--- src/rtl/cursor_move_ctrl_pkg.sv ---
// Shared definitions for the cursor mover: debounce state encoding, key indices,
// default screen size and the wrap-around step helpers.
package cursor_move_ctrl_pkg;

    typedef enum logic [1:0] {
        DB_REL = 2'd0,
        DB_PW  = 2'd1,
        DB_PRS = 2'd2,
        DB_RW  = 2'd3
    } db_state_t;

    localparam int H_MAX_DEF = 640;
    localparam int V_MAX_DEF = 480;
    localparam int NUM_KEYS  = 4;

    localparam int K_LEFT  = 3;
    localparam int K_UP    = 2;
    localparam int K_DOWN  = 1;
    localparam int K_RIGHT = 0;

    // 11-bit intermediates keep v+step and v+lim-step from overflowing.
    function automatic logic [9:0] wrap_dec(input logic [9:0] v, input logic [10:0] step,
                                            input logic [10:0] lim);
        logic [10:0] w;
        w = {1'b0, v};
        if (w < step)
            return 10'(w + lim - step);
        return 10'(w - step);
    endfunction

    function automatic logic [9:0] wrap_inc(input logic [9:0] v, input logic [10:0] step,
                                            input logic [10:0] lim);
        logic [10:0] w;
        w = {1'b0, v} + step;
        if (w >= lim)
            return 10'(w - lim);
        return 10'(w);
    endfunction

endpackage

--- src/rtl/cursor_move_ctrl_key_debounce.sv ---
// One push button: 2-flop synchroniser, then a REL/PW/PRS/RW debounce FSM.
// key_db is high in PRS and RW.
module key_debounce
    import cursor_move_ctrl_pkg::*;
#(
    parameter int DB_CYCLES = 500000
) (
    input  logic clk,
    input  logic rst_n,
    input  logic key_n,
    output logic key_db
);

    localparam int CW = ($clog2(DB_CYCLES) > 0) ? $clog2(DB_CYCLES) : 1;
    localparam logic [CW-1:0] CNT_LAST = CW'(DB_CYCLES - 1);

    logic          key_s1;
    logic          key_s2;
    logic          pressed;
    logic [CW-1:0] cnt;
    db_state_t     state;

    assign pressed = ~key_s2;

    always_ff @(posedge clk or negedge rst_n) begin
        if (!rst_n) begin
            key_s1 <= 1'b1;
            key_s2 <= 1'b1;
            state  <= DB_REL;
            cnt    <= '0;
            key_db <= 1'b0;
        end else begin
            key_s1 <= key_n;
            key_s2 <= key_s1;
            case (state)
                DB_REL: if (pressed) begin
                    state <= DB_PW;
                    cnt   <= '0;
                end
                DB_PW: if (!pressed) begin
                    state <= DB_REL;
                    cnt   <= '0;
                end else if (cnt == CNT_LAST) begin
                    state  <= DB_PRS;
                    cnt    <= '0;
                    key_db <= 1'b1;
                end else begin
                    cnt <= cnt + 1'b1;
                end
                DB_PRS: if (!pressed) begin
                    state <= DB_RW;
                    cnt   <= '0;
                end
                // key_db stays high through RW so a bounce on release is not a new press
                DB_RW: if (pressed) begin
                    state <= DB_PRS;
                    cnt   <= '0;
                end else if (cnt == CNT_LAST) begin
                    state  <= DB_REL;
                    cnt    <= '0;
                    key_db <= 1'b0;
                end else begin
                    cnt <= cnt + 1'b1;
                end
                default: state <= DB_REL;
            endcase
        end
    end

endmodule

--- src/rtl/cursor_move_ctrl.sv ---
// Moves a shadow cursor position from debounced keys with auto-repeat, and commits it
// to the overlay registers on the falling edge of vertical sync.
module cursor_move_ctrl
    import cursor_move_ctrl_pkg::*;
#(
    parameter int H_MAX      = H_MAX_DEF,
    parameter int V_MAX      = V_MAX_DEF,
    parameter int STEP       = 2,
    parameter int DB_CYCLES  = 500000,
    parameter int TICK_DIV   = 1048576,
    parameter int REPEAT_DLY = 8,
    parameter int INIT_COL   = 320,
    parameter int INIT_ROW   = 240
) (
    input  logic       CLOCK_50,
    input  logic       RESET_N,
    input  logic [3:0] KEY,
    input  logic       FRAME_VS,
    output logic [9:0] cur_col,
    output logic [9:0] cur_row,
    output logic       pending,
    output logic       commit,
    output logic [3:0] key_db
);

    localparam int TW = (TICK_DIV > 1) ? $clog2(TICK_DIV) : 1;
    localparam int HW = ($clog2(REPEAT_DLY + 1) > 0) ? $clog2(REPEAT_DLY + 1) : 1;

    logic [TW-1:0]       tick_cnt;
    logic                tick;
    logic [HW-1:0]       hold_cnt;
    logic [NUM_KEYS-1:0] key_db_q;
    logic [NUM_KEYS-1:0] rise;
    logic                any_key;
    logic                step;
    logic                vs_s1, vs_s2, vs_s3;
    logic                vs_fall;
    logic [9:0]          shadow_col, shadow_row;
    logic [9:0]          nxt_col, nxt_row;
    logic [9:0]          nxt_cur_col, nxt_cur_row;

    for (genvar i = 0; i < NUM_KEYS; i++) begin : g_key
        key_debounce #(.DB_CYCLES(DB_CYCLES)) u_db (
            .clk    (CLOCK_50),
            .rst_n  (RESET_N),
            .key_n  (KEY[i]),
            .key_db (key_db[i])
        );
    end

    always_comb begin
        tick    = (tick_cnt == TW'(TICK_DIV - 1));
        rise    = key_db & ~key_db_q;
        any_key = |key_db;
        step    = (|rise) || (tick && any_key && (hold_cnt == HW'(REPEAT_DLY)));
        vs_fall = vs_s3 & ~vs_s2;

        nxt_col = shadow_col;
        nxt_row = shadow_row;
        if (step) begin
            if (&key_db) begin
                nxt_col = 10'(INIT_COL);
                nxt_row = 10'(INIT_ROW);
            end else begin
                // opposing keys cancel on their axis
                if (key_db[K_LEFT] && !key_db[K_RIGHT])
                    nxt_col = wrap_dec(shadow_col, 11'(STEP), 11'(H_MAX));
                else if (key_db[K_RIGHT] && !key_db[K_LEFT])
                    nxt_col = wrap_inc(shadow_col, 11'(STEP), 11'(H_MAX));
                if (key_db[K_UP] && !key_db[K_DOWN])
                    nxt_row = wrap_dec(shadow_row, 11'(STEP), 11'(V_MAX));
                else if (key_db[K_DOWN] && !key_db[K_UP])
                    nxt_row = wrap_inc(shadow_row, 11'(STEP), 11'(V_MAX));
            end
        end

        // commit captures the shadow before this cycle's step lands
        nxt_cur_col = vs_fall ? shadow_col : cur_col;
        nxt_cur_row = vs_fall ? shadow_row : cur_row;
    end

    always_ff @(posedge CLOCK_50 or negedge RESET_N) begin
        if (!RESET_N) begin
            tick_cnt   <= '0;
            hold_cnt   <= '0;
            key_db_q   <= '0;
            vs_s1      <= 1'b1;
            vs_s2      <= 1'b1;
            vs_s3      <= 1'b1;
            shadow_col <= 10'(INIT_COL);
            shadow_row <= 10'(INIT_ROW);
            cur_col    <= 10'(INIT_COL);
            cur_row    <= 10'(INIT_ROW);
            pending    <= 1'b0;
            commit     <= 1'b0;
        end else begin
            tick_cnt <= tick ? '0 : tick_cnt + 1'b1;
            key_db_q <= key_db;
            vs_s1    <= FRAME_VS;
            vs_s2    <= vs_s1;
            vs_s3    <= vs_s2;

            if (!any_key || (|rise))
                hold_cnt <= '0;
            else if (tick && (hold_cnt != HW'(REPEAT_DLY)))
                hold_cnt <= hold_cnt + 1'b1;

            shadow_col <= nxt_col;
            shadow_row <= nxt_row;
            cur_col    <= nxt_cur_col;
            cur_row    <= nxt_cur_row;
            pending    <= (nxt_col != nxt_cur_col) || (nxt_row != nxt_cur_row);
            commit     <= vs_fall;
        end
    end

endmodule

--- config.mk ---
export PLATFORM = sky130hd
export DESIGN_NAME = cursor_move_ctrl
export DESIGN_NICKNAME = d
export VERILOG_FILES = /design/src/rtl/cursor_move_ctrl_pkg.sv /design/src/rtl/cursor_move_ctrl_key_debounce.sv /design/src/rtl/cursor_move_ctrl.sv
export SDC_FILE = /design/constraint.sdc
export NUM_CORES = 1
export LEC_CHECK = 0
export ABC_AREA = 1
export CORE_UTILIZATION = 50
export CTS_CLUSTER_DIAMETER = 30
export DETAILED_ROUTE_END_ITERATION = 16
export HOLD_SLACK_MARGIN = 0.08
export PLACE_DENSITY = 0.71
export SLEW_MARGIN = 20
export SYNTH_ARGS = -nofsm -noshare
export SYNTH_HDL_FRONTEND = slang
export SYNTH_SLANG_ARGS = --single-unit
--- constraint.sdc ---
create_clock -name CLOCK_50 -period 4.2 [get_ports CLOCK_50]
set_clock_uncertainty 0.05 [all_clocks]
set_input_delay 0.84 -clock CLOCK_50 [delete_from_list [all_inputs] [get_ports CLOCK_50]]
set_output_delay 0.84 -clock CLOCK_50 [all_outputs]
set_load 0.05 [all_outputs]
**Yosys cells after proc, flatten, opt, wreduce, memory -nomap -nowiden**

Cells that the tools add are included.

- $add $sub $neg: 16
- $lt $le $gt $ge: 4
- Equal/unequal tests: 53
- Multiplexer cells: 111
- Bitwise gates (word level): 4
- Reductions and logical operators: 39

Operators by type and width:

| kind | number |
|---|---|
| 2-to-1 mux 19 bit | 20 |
| case mux 19 bit (4 select lines) | 4 |
| 2-to-1 mux 10 bit | 18 |
| adder 19 x 1 -> 19 bit, second input constant | 4 |
| == test 19 bit, second input constant | 4 |
| 2-to-1 mux 2 bit | 24 |
| subtractor 10 x 2 -> 10 bit, second input constant | 4 |
| 2-to-1 mux 1 bit | 34 |
| inequality test 2 x 1 -> 1 bit, second input constant | 16 |
| case mux 2 bit (4 select lines) | 4 |
| adder 10 x 2 -> 11 bit, second input constant | 2 |
| adder 20 x 1 -> 20 bit, second input constant | 1 |
| == test 20 bit, second input constant | 1 |
| < comparator 10 x 2 -> 1 bit, second input constant | 2 |
| 2-to-1 mux 20 bit | 1 |
| inequality test 10 bit | 2 |
| AND reduction 4 bit | 5 |
| AND reduction 5 bit | 4 |
| == test 2 bit, second input constant | 8 |
| inequality test 2 bit, second input constant | 8 |
| inequality test 3 x 1 -> 1 bit, second input constant | 4 |
| inequality test 3 bit, second input constant | 4 |
| greater-or-equal comparator 11 x 10 -> 1 bit, second input constant | 1 |
| greater-or-equal comparator 11 x 9 -> 1 bit, second input constant | 1 |
| other kinds (21) | 51 |

- Register bits after elaboration: 169
- Input port bits: 7
- Output and inout bits: 26
- Logic and storage cells: 259

**Longest topological paths before layout**

- Word-level depth: 14
- Mapped depth: 21
- Mapped depth without buffers: 20

**Hierarchy**

From an unflattened synthesis, not the netlist that was laid out.

- Cells, all modules: 1505
- Area total of the unflattened synthesis: 11103.1 sq um

Modules (own cells, without submodules):

| module | times used | cells an instance | area each (sq um) | sequential area each (sq um) |
|---|---|---|---|---|
| cursor_move_ctrl | 1 | 720 | 4936.0 | 1845.5 |
| key_debounce at g_key[1].u_db ... | 2 | 195 | 1566.5 | 603.1 |
| key_debounce at g_key[0].u_db | 1 | 205 | 1521.5 | 603.1 |
| key_debounce at g_key[3].u_db | 1 | 190 | 1512.7 | 603.1 |

**Least setup slack after synthesis**

No wires, ideal clock.

- Path kind: reg2reg
- Start: reg shadow_row[4]
- End: reg pending
- Arrival time: 2.242 ns
- Data required time: 4.031 ns
- Path slack: 1.789 ns
- Cell stages (with the launch flop): 20
- Clock period less this slack: 2.411 ns
- Cell sequence: dfstp_2 buf_4 nand2_1 nor2_1 nand3_1 nand2_1 inv_1 ha_1 nand3_1 nor2_1 nor2_2 nand2_2 a21oi_1 nand2_1 nand2_1 o21ai_0 nand2_1 nand3_1 nor2_1 nand2_1

- Cells in the longest elaborated chain, start to end: 14
- Elaborated cells on any way between the ends: 27
- Those cells by class: add/sub (5); order compare (2); eq/ne (1); mux (18); reduce/logical (1)

RTL lines:

| what | RTL line | source |
|---|---|---|
| start: declaration | cursor_move_ctrl.sv:38 | `logic [9:0] shadow_col, shadow_row;` |
| start signal: assignment | cursor_move_ctrl.sv:91 | `shadow_row <= 10'(INIT_ROW);` |
| start signal: assignment | cursor_move_ctrl.sv:109 | `shadow_row <= nxt_row;` |
| adder 10 x 2 -> 11 bit | cursor_move_ctrl_pkg.sv:34 | `w = {1'b0, v} + step;` |
| greater-or-equal comparator 11 x 9 -> 1 bit | cursor_move_ctrl_pkg.sv:35 | `if (w >= lim)` |
| 2-to-1 mux 1 bit | cursor_move_ctrl_pkg.sv:35 |  |
| 2-to-1 mux 1 bit | cursor_move_ctrl.sv:72 | `else if (key_db[K_DOWN] && !key_db[K_UP])` |
| 2-to-1 mux 1 bit | cursor_move_ctrl.sv:70 | `if (key_db[K_UP] && !key_db[K_DOWN])` |
| 2-to-1 mux 1 bit | cursor_move_ctrl.sv:61 | `if (&key_db) begin` |
| 2-to-1 mux 1 bit | cursor_move_ctrl.sv:60 | `if (step) begin` |
| 2-to-1 mux 10 bit | cursor_move_ctrl_pkg.sv:37 | `return 10'(w);` |
| 2-to-1 mux 10 bit | cursor_move_ctrl.sv:72 |  |
| 2-to-1 mux 10 bit | cursor_move_ctrl.sv:70 |  |
| 2-to-1 mux 10 bit | cursor_move_ctrl.sv:61 |  |
| 2-to-1 mux 10 bit | cursor_move_ctrl.sv:60 |  |
| inequality test 10 bit * | cursor_move_ctrl.sv:112 | `pending <= (nxt_col != nxt_cur_col) \|\| (nxt_row != nxt_cur_row);` |
| logical OR 1 bit * | cursor_move_ctrl.sv:112 |  |
| end signal: assignment | cursor_move_ctrl.sv:112 |  |
| end: declaration | cursor_move_ctrl.sv:21 | `output logic pending,` |

Every way passes the cells marked *; elsewhere a longest branch is shown, timed or not. The select of a mux whose other input is x is not followed.
A chain may end at the register's enable or synchronous reset.

**Final worst setup path**

- Start: reg shadow_row[1]
- End: reg pending

- Cells in the longest elaborated chain, start to end: 14
- Elaborated cells on any way between the ends: 27
- Those cells by class: add/sub (5); order compare (2); eq/ne (1); mux (18); reduce/logical (1)

RTL lines:

| what | RTL line | source |
|---|---|---|
| adder 10 x 2 -> 11 bit | cursor_move_ctrl_pkg.sv:34 |  |
| greater-or-equal comparator 11 x 9 -> 1 bit | cursor_move_ctrl_pkg.sv:35 |  |
| 2-to-1 mux 1 bit | cursor_move_ctrl_pkg.sv:35 |  |
| 2-to-1 mux 1 bit | cursor_move_ctrl.sv:72 |  |
| 2-to-1 mux 1 bit | cursor_move_ctrl.sv:70 |  |
| 2-to-1 mux 1 bit | cursor_move_ctrl.sv:61 |  |
| 2-to-1 mux 1 bit | cursor_move_ctrl.sv:60 |  |
| 2-to-1 mux 10 bit | cursor_move_ctrl_pkg.sv:37 |  |
| 2-to-1 mux 10 bit | cursor_move_ctrl.sv:72 |  |
| 2-to-1 mux 10 bit * | cursor_move_ctrl.sv:70 |  |
| 2-to-1 mux 10 bit * | cursor_move_ctrl.sv:61 |  |
| 2-to-1 mux 10 bit * | cursor_move_ctrl.sv:60 |  |
| named net nxt_row[9] | cursor_move_ctrl.sv:39 | `logic [9:0] nxt_col, nxt_row;` |
| inequality test 10 bit * | cursor_move_ctrl.sv:112 |  |
| logical OR 1 bit * | cursor_move_ctrl.sv:112 |  |

Mark *: on every way through the listed nets, which the timed path passes. The rest lies on a longest branch. The select of a mux whose other input is x is not followed.

==> metrics.yaml <==
port_buffers: 32
clock_latency_ps: 430
die_w_microns: 142
maxSlewHeadroom_pct: 46.9
cts_setup_buffers: 0
rows: 50
setup_tns_ps: 0
status: "finished clean"
clk_pin_slew_ps: 70
rsz0062_at_grt: "false"
synth_area_per_cell_sq_um: 7.46
holdWs_ps: 305
hold_path_class: "reg -> reg"
setup.worst_path.class: "reg -> reg"
core-area_sq_um: 18900
yosys_warnings: 0
start_util_pct: 51.5
yosys.area.top_type: "dfrtp_1"
max_stage_delay_ps: 530
powerDensity_nw_per_um2: 381
firstDrtPassIters: 7
period_share_pct: 65.5
dpl.hpwl_mm: 14.8
synthesis.nets: 1325
globalRoute.totalOverflow: 0
fin_nets: 1354
path_common_cell: "nand2_1"
max_freq_ghz: 0.363
die_h_microns: 142
netlist_area_sq_um: 9730
crit_chain: "ha_1 -> nand3_2 -> nand2_1 -> nand2_1 -> ha_1 -> nand3_1 -> nor2_1 -> nor2_2 -> nand2_2 -> nand2_1 -> nand2_1 -> nand2_1 -> nand2_1 -> nand2_1 -> nand2_1 -> inv_1 -> nand4_1 -> nor2_1 -> nand2_1"
fin_total_pwr_mw: 4.13
num_antenna_cells: 0
cp-start-kind: "register"
drc: 0
required_ps: 4460
setup_viol: 0
synth-edff-count: 0
cap_violations: 0
route.detailed.wl_per_inst_microns: 13.1
die_area_sq_um: 20000
syn_inst: 1305
htreeDepth: 4
dpl_cell_area_sq_um: 10300
vias_per_cell: 5.22
hold_viol: 0
root_buffer: "clkbuf_16"
vias: 8394
antenna_left: 0
design_area_sq_um: 10800
slowest_stage: "dfrtp_1"
grt_pass1_vias: 7897
grt_pass1_wl_mm: 36.8
ys_seq_area_share_pct: 43.7
antenna_found_initial: 0
p_leak_nw: 5.13
cts_tree: "done"
crit_fanout: 10
yosys.area.top_type_share_pct: 37.5
synthTopCellsByArea: "dfrtp_1, nand2_1, inv_1"
layout-drive-gt1-share_pct: 8.69
synth_ff_type: "dfrtp_1"
peakVddDrop_mv: 0.295
grt_use_total_pct: 22.6
cts_max_path_buffers: 2
gp_congestion: 0.905
pin_count: 33
syn_to_final_growth_pct: 11.4
worstPathArrival_ps: 3010
tightestPinTransition_ps: 794
ctsResizeCount: 0
fill_cells: 1739
postCtsHoldBufs: 0
synthArstFlopShare_pct: 100
fin_crit_ps: 2750
synthDistinctLibCells: 48
ys_ff_latch: 169
endpoint_kind: "register"
routed_wl_mm: 21.0
grt_max_degree: 82
dr.first_iter.drc_count: 390
cts.sinks: 169
cts_buffers: 17
finalMaxSlewViolations: 0
## per-layer routing
metal / GRT usage [%] / share of wire [%] / up-vias
met3: 3.91 / 3.8 / 15
met2: 37.1 / 47 / 167
li1: - / - / 4307
met1: 31.0 / 49 / 3905
met4: 6.23 / 0.82 / 0
met5: 0 / 0 / -
## cell families after synthesis
family                     count (synthesis)  synth area share [%]
and+or+nand+nor                          671                  30.7
xor gates and xnor gates                  35                  3.15
buffers and inverters                    211                  8.77
AOI/OAI and AO/OA                        206                  12.0
adders and majority gates                 13                  1.67
DFF                                      169                  43.7
## stage by stage
step | setup slack [ps] | instances | utilization, %
3_5_place_dp | 1480 | 1575 | 54.3
2_1_floorplan | 1790 | 1305 | -
4_1_cts | 1450 | 1607 | 57.4
6_report | 1450 | 1607 | 57.4
3_3_place_gp | 1510 | 1575 | 54.3
5_1_grt | 1090 | 1607 | 57.4
## registers in the layout, summed over array words and instances (netlist names), named ones only
name,cells
cur_col,10
vs_s3,1
g_key.u_db.cnt,76
vs_s2,1
g_key.u_db.key_s1,4
cur_row,10
shadow_row,10
key_db_q,4
shadow_col,10
g_key.u_db.key_db,4
tick_cnt,20
commit,1
hold_cnt,4
pending,1
g_key.u_db.state,4
vs_s1,1
g_key.u_db.key_s2,4
## critical path: cells and delay by family, from the launching register on
family | cells | cell delay [ps]
AND/OR/NAND/NOR | 16 | 1460
adder cells (fa/ha/maj) | 2 | 550
flip-flops | 1 | 530
buffers and inverters | 1 | 40
## cell usage after synthesis, drive strengths merged (9+ instances only)
| master | number |
|---|---|
| nor3 | 22 |
| o22ai | 28 |
| a21oi | 41 |
| nand4 | 30 |
| inv | 179 |
| nand3 | 92 |
| xor2 | 27 |
| nand2 | 341 |
| or2 | 23 |
| o21ai | 104 |
| clkbuf | 13 |
| buf | 14 |
| nor4 | 9 |
| dfstp | 23 |
| nor2 | 148 |
| dfrtp | 146 |
| ha | 13 |
## where the power goes
part | switching [mW] | internal [mW]
clock network | 0.653 | 0.894
logic | 0.537 | 0.218
registers | 0.0886 | 1.74
total | 1.28 | 2.85
## path summary, 6_finish.rpt
path,start,end,slack [ps],depth (start not counted)
max in group asynchronous,RESET_N,cur_row[5],2800,2
min reg2reg,g_key[0].u_db.key_s1,g_key[0].u_db.key_s2,300,0
max reg2reg,shadow_row[1],pending,1450,19
min in group asynchronous,RESET_N,g_key[1].u_db.cnt[9],400,1
min,g_key[0].u_db.key_s1,g_key[0].u_db.key_s2,300,0
max,shadow_row[1],pending,1450,19
## cell type report
class	instances	area [sq um]	share of cell area, %
tap	260	325	3.00
clock inverter	10	119	1.10
inverter	184	691	6.37
multi-input combinational	925	4620	42.6
timing repair buffer	37	372	3.43
clock buffer	22	454	4.19
sequential	169	4260	39.3
## cell usage in the layout, fill, tap and decap left out, types with 5 or more instances in the layout
master,count
nor2_2,12
a22o_1,5
o21ai_0,99
clkinv_1,5
a31oi_1,8
or2_2,23
clkbuf_16,17
inv_1,175
dfstp_2,23
clkdlybuf4s50_1,31
nor2_1,132
nand3b_1,6
nand3_1,91
nor3_1,18
a21oi_1,41
ha_1,13
o22ai_1,28
dfrtp_1,146
nand2_2,5
xnor2_1,8
xor2_1,27
nand2_1,334
nand4_1,27
nor4_1,9
No activity file was read; power rests on OpenSTA's default activity.
